### config.mk
export PLATFORM = sky130hd
export DESIGN_NAME = freq_sweep_ctrl
export DESIGN_NICKNAME = d
export VERILOG_FILES = /design/src/rtl/freq_pkg.sv /design/src/rtl/freq_sweep_ctrl_sync_edge.sv /design/src/rtl/freq_sweep_ctrl.sv
export SDC_FILE = /design/constraint.sdc
export NUM_CORES = 1
export LEC_CHECK = 0
export BUFFER_PORTS_ARGS = -buffer_cell sky130_fd_sc_hd__clkbuf_2
export CAP_MARGIN = 30
export CORE_MARGIN = 3
export CORE_UTILIZATION = 56
export DETAILED_ROUTE_END_ITERATION = 12
export HOLD_SLACK_MARGIN = 0.08
export PLACE_DENSITY = 0.79
export RECOVER_POWER = 50
export SLEW_MARGIN = 30
export SYNTH_ARGS = -nofsm -noshare
export SYNTH_HDL_FRONTEND = slang
export SYNTH_SLANG_ARGS = --single-unit
### constraint.sdc
create_clock -name Clock -period 2.5 [get_ports Clock]
set_input_delay 0.125 -clock Clock [delete_from_list [all_inputs] [get_ports Clock]]
set_output_delay 0.125 -clock Clock [all_outputs]
set_load 0.005 [all_outputs]
### src/rtl/freq_pkg.sv
// Shared types and defaults for the frequency-counter measurement sequencer.
package freq_pkg;

   localparam int DEF_CHANNELS       = 4;
   localparam int DEF_SETTLE_CYCLES  = 256;
   localparam int DEF_ARM_CYCLES     = 64;
   localparam int DEF_TIMEOUT_CYCLES = 2_000_000;
   localparam int DEF_CLEAR_CYCLES   = 4;
   localparam int CHAN_W_MAX         = 4;
   localparam int AVG_W              = 10;

   typedef enum logic [2:0] {
      ST_IDLE    = 3'd0,
      ST_SETTLE  = 3'd1,
      ST_ARM     = 3'd2,
      ST_WAIT    = 3'd3,
      ST_CAPTURE = 3'd4,
      ST_REPORT  = 3'd5,
      ST_CLEAR   = 3'd6,
      ST_DONE    = 3'd7
   } sweep_state_t;

   typedef struct packed {
      logic [CHAN_W_MAX-1:0] chan;
      logic [AVG_W-1:0]      avg;
      logic                  pass;
      logic                  timeout;
   } sweep_result_t;

   // An inverted window (lo > hi) never passes.
   function automatic logic in_window(input logic [AVG_W-1:0] avg,
                                      input logic [AVG_W-1:0] lo,
                                      input logic [AVG_W-1:0] hi);
      return (lo <= hi) && (avg >= lo) && (avg <= hi);
   endfunction

endpackage

### src/rtl/freq_sweep_ctrl_sync_edge.sv
// Two-flop synchronizer followed by a registered rising-edge pulse.
module sync_edge (
   input  logic Clock,
   input  logic nReset,
   input  logic async_in,
   output logic rise
);

   logic meta_r, sync_r, sync_d_r, rise_r;

   // Synchronize the input and register a one-cycle pulse on its rising edge.
   always_ff @(posedge Clock) begin
      if (!nReset) begin
         meta_r   <= 1'b0;
         sync_r   <= 1'b0;
         sync_d_r <= 1'b0;
         rise_r   <= 1'b0;
      end else begin
         meta_r   <= async_in;
         sync_r   <= meta_r;
         sync_d_r <= sync_r;
         rise_r   <= sync_r & ~sync_d_r;
      end
   end

   assign rise = rise_r;

endmodule

### src/rtl/freq_sweep_ctrl.sv
// Walks the enabled channels, arms the buffer block on each, and reports the
// captured average against a pass window.
module freq_sweep_ctrl
   import freq_pkg::*;
#(
   parameter int CHANNELS       = DEF_CHANNELS,
   parameter int SETTLE_CYCLES  = DEF_SETTLE_CYCLES,
   parameter int ARM_CYCLES     = DEF_ARM_CYCLES,
   parameter int TIMEOUT_CYCLES = DEF_TIMEOUT_CYCLES,
   parameter int CLEAR_CYCLES   = DEF_CLEAR_CYCLES
) (
   input  logic                        Clock,
   input  logic                        nReset,
   input  logic                        start,
   input  logic                        abort,
   input  logic [CHANNELS-1:0]         chan_mask,
   input  logic [15:0]                 samples_req,
   input  logic [9:0]                  lo_limit,
   input  logic [9:0]                  hi_limit,
   output logic                        meas_enable,
   output logic [15:0]                 meas_samples,
   output logic                        buf_nreset,
   output logic [$clog2(CHANNELS)-1:0] chan_sel,
   input  logic                        meas_done,
   input  logic [9:0]                  meas_avg,
   output logic                        busy,
   output logic                        result_valid,
   output logic [CHAN_W_MAX-1:0]       result_chan,
   output logic [9:0]                  result_avg,
   output logic                        result_pass,
   output logic                        result_timeout,
   output logic                        sweep_done
);

   localparam int CW = $clog2(CHANNELS);
   localparam int SW = $clog2(SETTLE_CYCLES);
   localparam int AW = $clog2(ARM_CYCLES);
   localparam int TW = $clog2(TIMEOUT_CYCLES);
   localparam int LW = $clog2(CLEAR_CYCLES);

   sweep_state_t     state_r;
   sweep_result_t    result_r;
   logic [CHANNELS-1:0] mask_r;
   logic [9:0]       lo_r, hi_r;
   logic [15:0]      samples_r;
   logic [CW-1:0]    chan_r, first_idx_s, next_idx_s;
   logic             next_found_s, abort_pend_r, done_rise_s;
   logic             en_r, bufn_r, busy_r, valid_r, done_r;
   logic [SW-1:0]    settle_cnt_r;
   logic [AW-1:0]    arm_cnt_r;
   logic [TW-1:0]    wait_cnt_r;
   logic [LW-1:0]    clear_cnt_r;

   sync_edge u_done_sync (
      .Clock    (Clock),
      .nReset   (nReset),
      .async_in (meas_done),
      .rise     (done_rise_s)
   );

   // Lowest set bit of the incoming mask; next latched bit above the current channel (no wrap).
   always_comb begin
      first_idx_s  = {CW{1'b0}};
      next_idx_s   = {CW{1'b0}};
      next_found_s = 1'b0;
      for (int i = CHANNELS - 1; i >= 0; i--) begin
         first_idx_s  = chan_mask[i] ? CW'(i) : first_idx_s;
         next_found_s = next_found_s | (mask_r[i] & (i > int'(chan_r)));
         next_idx_s   = (mask_r[i] && (i > int'(chan_r))) ? CW'(i) : next_idx_s;
      end
   end

   // Sweep sequencer with registered outputs.
   always_ff @(posedge Clock) begin
      if (!nReset) begin
         state_r      <= ST_IDLE;
         result_r     <= '{chan: 4'd0, avg: 10'd0, pass: 1'b0, timeout: 1'b0};
         mask_r       <= {CHANNELS{1'b0}};
         lo_r         <= 10'd0;
         hi_r         <= 10'd0;
         samples_r    <= 16'd0;
         chan_r       <= {CW{1'b0}};
         abort_pend_r <= 1'b0;
         en_r         <= 1'b0;
         bufn_r       <= 1'b1;
         busy_r       <= 1'b0;
         valid_r      <= 1'b0;
         done_r       <= 1'b0;
         settle_cnt_r <= {SW{1'b0}};
         arm_cnt_r    <= {AW{1'b0}};
         wait_cnt_r   <= {TW{1'b0}};
         clear_cnt_r  <= {LW{1'b0}};
      end else begin
         valid_r <= 1'b0;
         done_r  <= 1'b0;
         if (abort && (state_r != ST_IDLE)) begin
            state_r      <= ST_CLEAR;
            abort_pend_r <= 1'b1;
            en_r         <= 1'b0;
            bufn_r       <= 1'b0;
            clear_cnt_r  <= {LW{1'b0}};
         end else begin
            case (state_r)
               ST_IDLE: begin
                  busy_r <= 1'b0;
                  if (start && !abort && !busy_r) begin
                     mask_r    <= chan_mask;
                     samples_r <= samples_req;
                     lo_r      <= lo_limit;
                     hi_r      <= hi_limit;
                     busy_r    <= 1'b1;
                     if ((chan_mask == {CHANNELS{1'b0}}) || (samples_req == 16'd0)) begin
                        state_r <= ST_DONE;
                     end else begin
                        chan_r       <= first_idx_s;
                        settle_cnt_r <= {SW{1'b0}};
                        state_r      <= ST_SETTLE;
                     end
                  end
               end
               ST_SETTLE: begin
                  if (settle_cnt_r == SW'(SETTLE_CYCLES - 1)) begin
                     en_r      <= 1'b1;
                     arm_cnt_r <= {AW{1'b0}};
                     state_r   <= ST_ARM;
                  end else begin
                     settle_cnt_r <= settle_cnt_r + SW'(1);
                  end
               end
               ST_ARM: begin
                  if (arm_cnt_r == AW'(ARM_CYCLES - 1)) begin
                     en_r       <= 1'b0;
                     wait_cnt_r <= {TW{1'b0}};
                     state_r    <= ST_WAIT;
                  end else begin
                     arm_cnt_r <= arm_cnt_r + AW'(1);
                  end
               end
               ST_WAIT: begin
                  if (done_rise_s) begin
                     state_r <= ST_CAPTURE;
                  end else if (wait_cnt_r == TW'(TIMEOUT_CYCLES - 1)) begin
                     result_r <= '{chan: 4'(chan_r), avg: 10'd0, pass: 1'b0, timeout: 1'b1};
                     valid_r  <= 1'b1;
                     state_r  <= ST_REPORT;
                  end else begin
                     wait_cnt_r <= wait_cnt_r + TW'(1);
                  end
               end
               ST_CAPTURE: begin
                  result_r <= '{chan: 4'(chan_r), avg: meas_avg,
                                pass: in_window(meas_avg, lo_r, hi_r), timeout: 1'b0};
                  valid_r  <= 1'b1;
                  state_r  <= ST_REPORT;
               end
               ST_REPORT: begin
                  if (result_r.timeout) begin
                     // A timed-out buffer may still be mid-measurement; flush it first.
                     bufn_r       <= 1'b0;
                     clear_cnt_r  <= {LW{1'b0}};
                     abort_pend_r <= 1'b0;
                     state_r      <= ST_CLEAR;
                  end else if (next_found_s) begin
                     chan_r       <= next_idx_s;
                     settle_cnt_r <= {SW{1'b0}};
                     state_r      <= ST_SETTLE;
                  end else begin
                     state_r <= ST_DONE;
                  end
               end
               ST_CLEAR: begin
                  if (clear_cnt_r == LW'(CLEAR_CYCLES - 1)) begin
                     bufn_r <= 1'b1;
                     if (abort_pend_r) begin
                        abort_pend_r <= 1'b0;
                        busy_r       <= 1'b0;
                        state_r      <= ST_IDLE;
                     end else if (next_found_s) begin
                        chan_r       <= next_idx_s;
                        settle_cnt_r <= {SW{1'b0}};
                        state_r      <= ST_SETTLE;
                     end else begin
                        state_r <= ST_DONE;
                     end
                  end else begin
                     clear_cnt_r <= clear_cnt_r + LW'(1);
                  end
               end
               ST_DONE: begin
                  done_r  <= 1'b1;
                  state_r <= ST_IDLE;
               end
               default: begin
                  state_r <= ST_IDLE;
               end
            endcase
         end
      end
   end

   assign meas_enable    = en_r;
   assign meas_samples   = samples_r;
   assign buf_nreset     = bufn_r;
   assign chan_sel       = chan_r;
   assign busy           = busy_r;
   assign result_valid   = valid_r;
   assign result_chan    = result_r.chan;
   assign result_avg     = result_r.avg;
   assign result_pass    = result_r.pass;
   assign result_timeout = result_r.timeout;
   assign sweep_done     = done_r;

endmodule
==> qor.txt <==
total number of vias: 5240
antenna violations before repair: 0
sequential share of the synthesized area: 40.26%
ranking of synthesized cells by area: dfxtp_1 (40%), ha_1 (8.1%), nand2_1 (7.7%)
CP arrival: 2680 ps
post-synth top area share: 40.26%
RSZ-0062 raised after global routing: no
Leak: 2.493 nW
power density over cell area: 703.3 nW/um^2
die width: 102.6 um
core area: 8891 um^2
async set-reset flop share out of synthesis: 0%
CTS HTree Levels: 3
Antenna Nets Post-Route: 0
post-layout min period: 2397 ps
GRT Total Usage: 27.47%
outcome: finished clean
first-pass GRT wire length: 23140 um
deepest clock path buffer count: 2
DIE AREA: 10520 um^2
I/O pins: 94
crit-path cells: and3b_1 > o21ai_1 > o211ai_1 > or4_4 > or2_0 > buf_4 > o32ai_1
skew final: 14.46 ps
CTS Root Cell: clkbuf_8
Setup Fix Bufs, Post-CTS: 0
fin. max-slew vios: 0
Avg WL per Cell: 15.69 um
peak supply drop: 391.7 uV
total congestion overflow: 0
PortBufs: 91
max_slew headroom: 44.67%
number of synthesized flops with an enable pin: 0
vias in the first global route: 5145
total CTS buffers: 9
share of cells above drive strength 1: 13.73%
First-pass DRT Iterations: 6
max incr delay on CP: 650 ps
DPL Wire Length: 9736 um
Synth warnings: 0
Avg Inst Size Synth: 8.008 um^2
critical path's top delay family: simple AND/OR/NAND/NOR gates
Flop pwr share: 43.4%
top cell type by total area after synthesis: dfxtp_1
Pint: 2.918 mW
Clock Power Share: 24.6%
Netlist cell types: 58
routability congestion estimate: 0.9126
final hold viol count: 0
Logic pwr share: 32.0%
Reg clk slew, reported paths: 110 ps
Fin Hold WS: 228.0 ps
# setup viols final: 0
CTS tree: yes
Worst Path Max Fanout: 13
critical path class: flip-flop to flip-flop
fmax: 417.1 MHz
FP Rows: 34
crit path max-delay cell type: or4_4
Yosys reg bits: 105
Starting Density: 58.73%
crit end category: flip-flop
Worst-Margin Slew: 828.7 ps
Max Cap Viol: 0
Final Cycle Share: 95.89%
setup TNS: 0 ps
CP Buf/Inv Count: 1
Hold Crit Class: input port to flip-flop
final net count: 878
area delta synth->final: 24.18%
initial DRC count: 267
Mapped Cells: 652
post-DR vias/cell: 5.809
Die Y: 102.6 um
ANT cells: 0
CTS sink cnt: 105
Worst-Skew Late Latency: 380 ps
largest net degree at the start of global routing: 49
Net Switching: 1.643 mW
Worst Path Required: 2780 ps
Post-Route WL: 14160 um
crit path launch type: flip-flop
Cell Area, Synth: 5221 um^2
Sw Ratio: 36.02%
drt drc: 0
main flop type after synthesis: dfxtp_1
through the flow:
step	setup slack (ps)	power, mW	utilization (%)	std cells	instance area [um^2]
floorplan	404.7	2.940	-	653	5225
global placement	214.2	3.335	65.34	836	5809
detailed placement	121.2	3.393	65.34	836	5809
CTS	103.1	4.564	73.30	902	6518
global route	6.628	4.817	72.92	902	6484
finish	102.7	4.560	72.92	902	6484
power groups by stage:
stage               combinational [mW]  clock (mW)  sequential [mW]
finish                            1.46        1.12             1.98
global route                      1.62        1.20             2.00
CTS                               1.45        1.14             1.97
detailed placement                1.38           0             2.01
global placement                  1.33           0             2.00
floorplan                        0.981           0             1.96
layer usage:
layer | vias to the layer above | global-route usage, % | share of wire [%]
li1 | 2550 | - | -
met1 | 2458 | 35.22 | 42
met2 | 198 | 44.54 | 47
met3 | 34 | 7.645 | 7.9
met4 | 0 | 9.586 | 2.4
met5 | - | 0 | 0
worst paths after layout:
path | slack [ps] | from | cells after the start | end
setup / recovery | 100 | state_r[1] | 7 | settle_cnt_r[5]
hold / removal | 230 | nReset | 2 | state_r[1]
setup reg to reg | 100 | state_r[1] | 7 | settle_cnt_r[5]
hold reg to reg | 390 | u_done_sync.sync_d_r | 1 | u_done_sync.rise
flip-flops by register name, summed over array words and instances, names as in the netlist, 2 cells and up:
register and count:
mask_r 3, result_chan 2, result_avg 10, state_r 3
wait_cnt_r 21, arm_cnt_r 6, hi_r 10, meas_samples 16
settle_cnt_r 8, chan_sel 2, lo_r 10, clear_cnt_r 2
cells in the mapped netlist, drive strengths merged, types with 6 or more instances:
cell type  instances
nand2            107
dfxtp            105
a21oi             66
nor2              62
ha                34
inv               30
clkbuf            27
nand3             21
o21ai             21
nand4             14
xor2              14
nor3              13
nor4              13
a22oi             12
xnor2             10
or3                9
nand2b             8
nor2b              7
a21o               6
buf                6
timing repair:
action	CTS	global route
hold endpoints to repair	50	0
endpoints found under the setup margin	0	8
hold buffers	50	0
gates resized for setup	0	1
cell families (layout without fill, tap and decap cells):
family | after synthesis | count (layout) | share of synthesized area, %
multiplexers | 1 | 1 | 0.1917
AND/OR/NAND/NOR | 284 | 284 | 26.00
XOR/XNOR | 24 | 24 | 4.026
buffers and inverters | 63 | 204 | 4.888
AO/OA/AOI/OAI | 140 | 140 | 16.42
flip-flops | 105 | 105 | 40.26
other | 1 | 2 | 0.07182
adder cells (fa/ha/maj) | 34 | 34 | 8.148
cells in the final DEF, fill, tap and decap left out, types with 4 or more instances in the layout:
cell type / count
nand2_1: 107
dfxtp_1: 104
a21oi_1: 66
clkbuf_2: 64
nor2_1: 60
dlygate4sd3_1: 50
ha_1: 34
inv_1: 29
clkbuf_1: 26
nand3_1: 21
o21ai_0: 19
buf_4: 16
nand4_1: 14
xor2_1: 14
nor4_1: 12
nor3_1: 12
a22oi_1: 12
xnor2_1: 10
or3_1: 9
clkbuf_8: 9
nand2b_1: 8
nor2b_1: 7
a21o_1: 6
a31oi_1: 4
nor3b_1: 4
o22ai_1: 4
a211oi_1: 4
final cells by class:
| class | instances | area, um^2 |
|---|---|---|
| multi-input cells | 485 | 2879 |
| fillers | 680 | 2407 |
| flip-flops and latches | 105 | 2103 |
| repair buffers | 158 | 1046 |
| well taps | 108 | 135.1 |
| clock buffers | 9 | 123.9 |
| inverters | 30 | 112.6 |
| clock inverters | 7 | 83.83 |
Note: power is estimated with default switching activity, not from simulation.
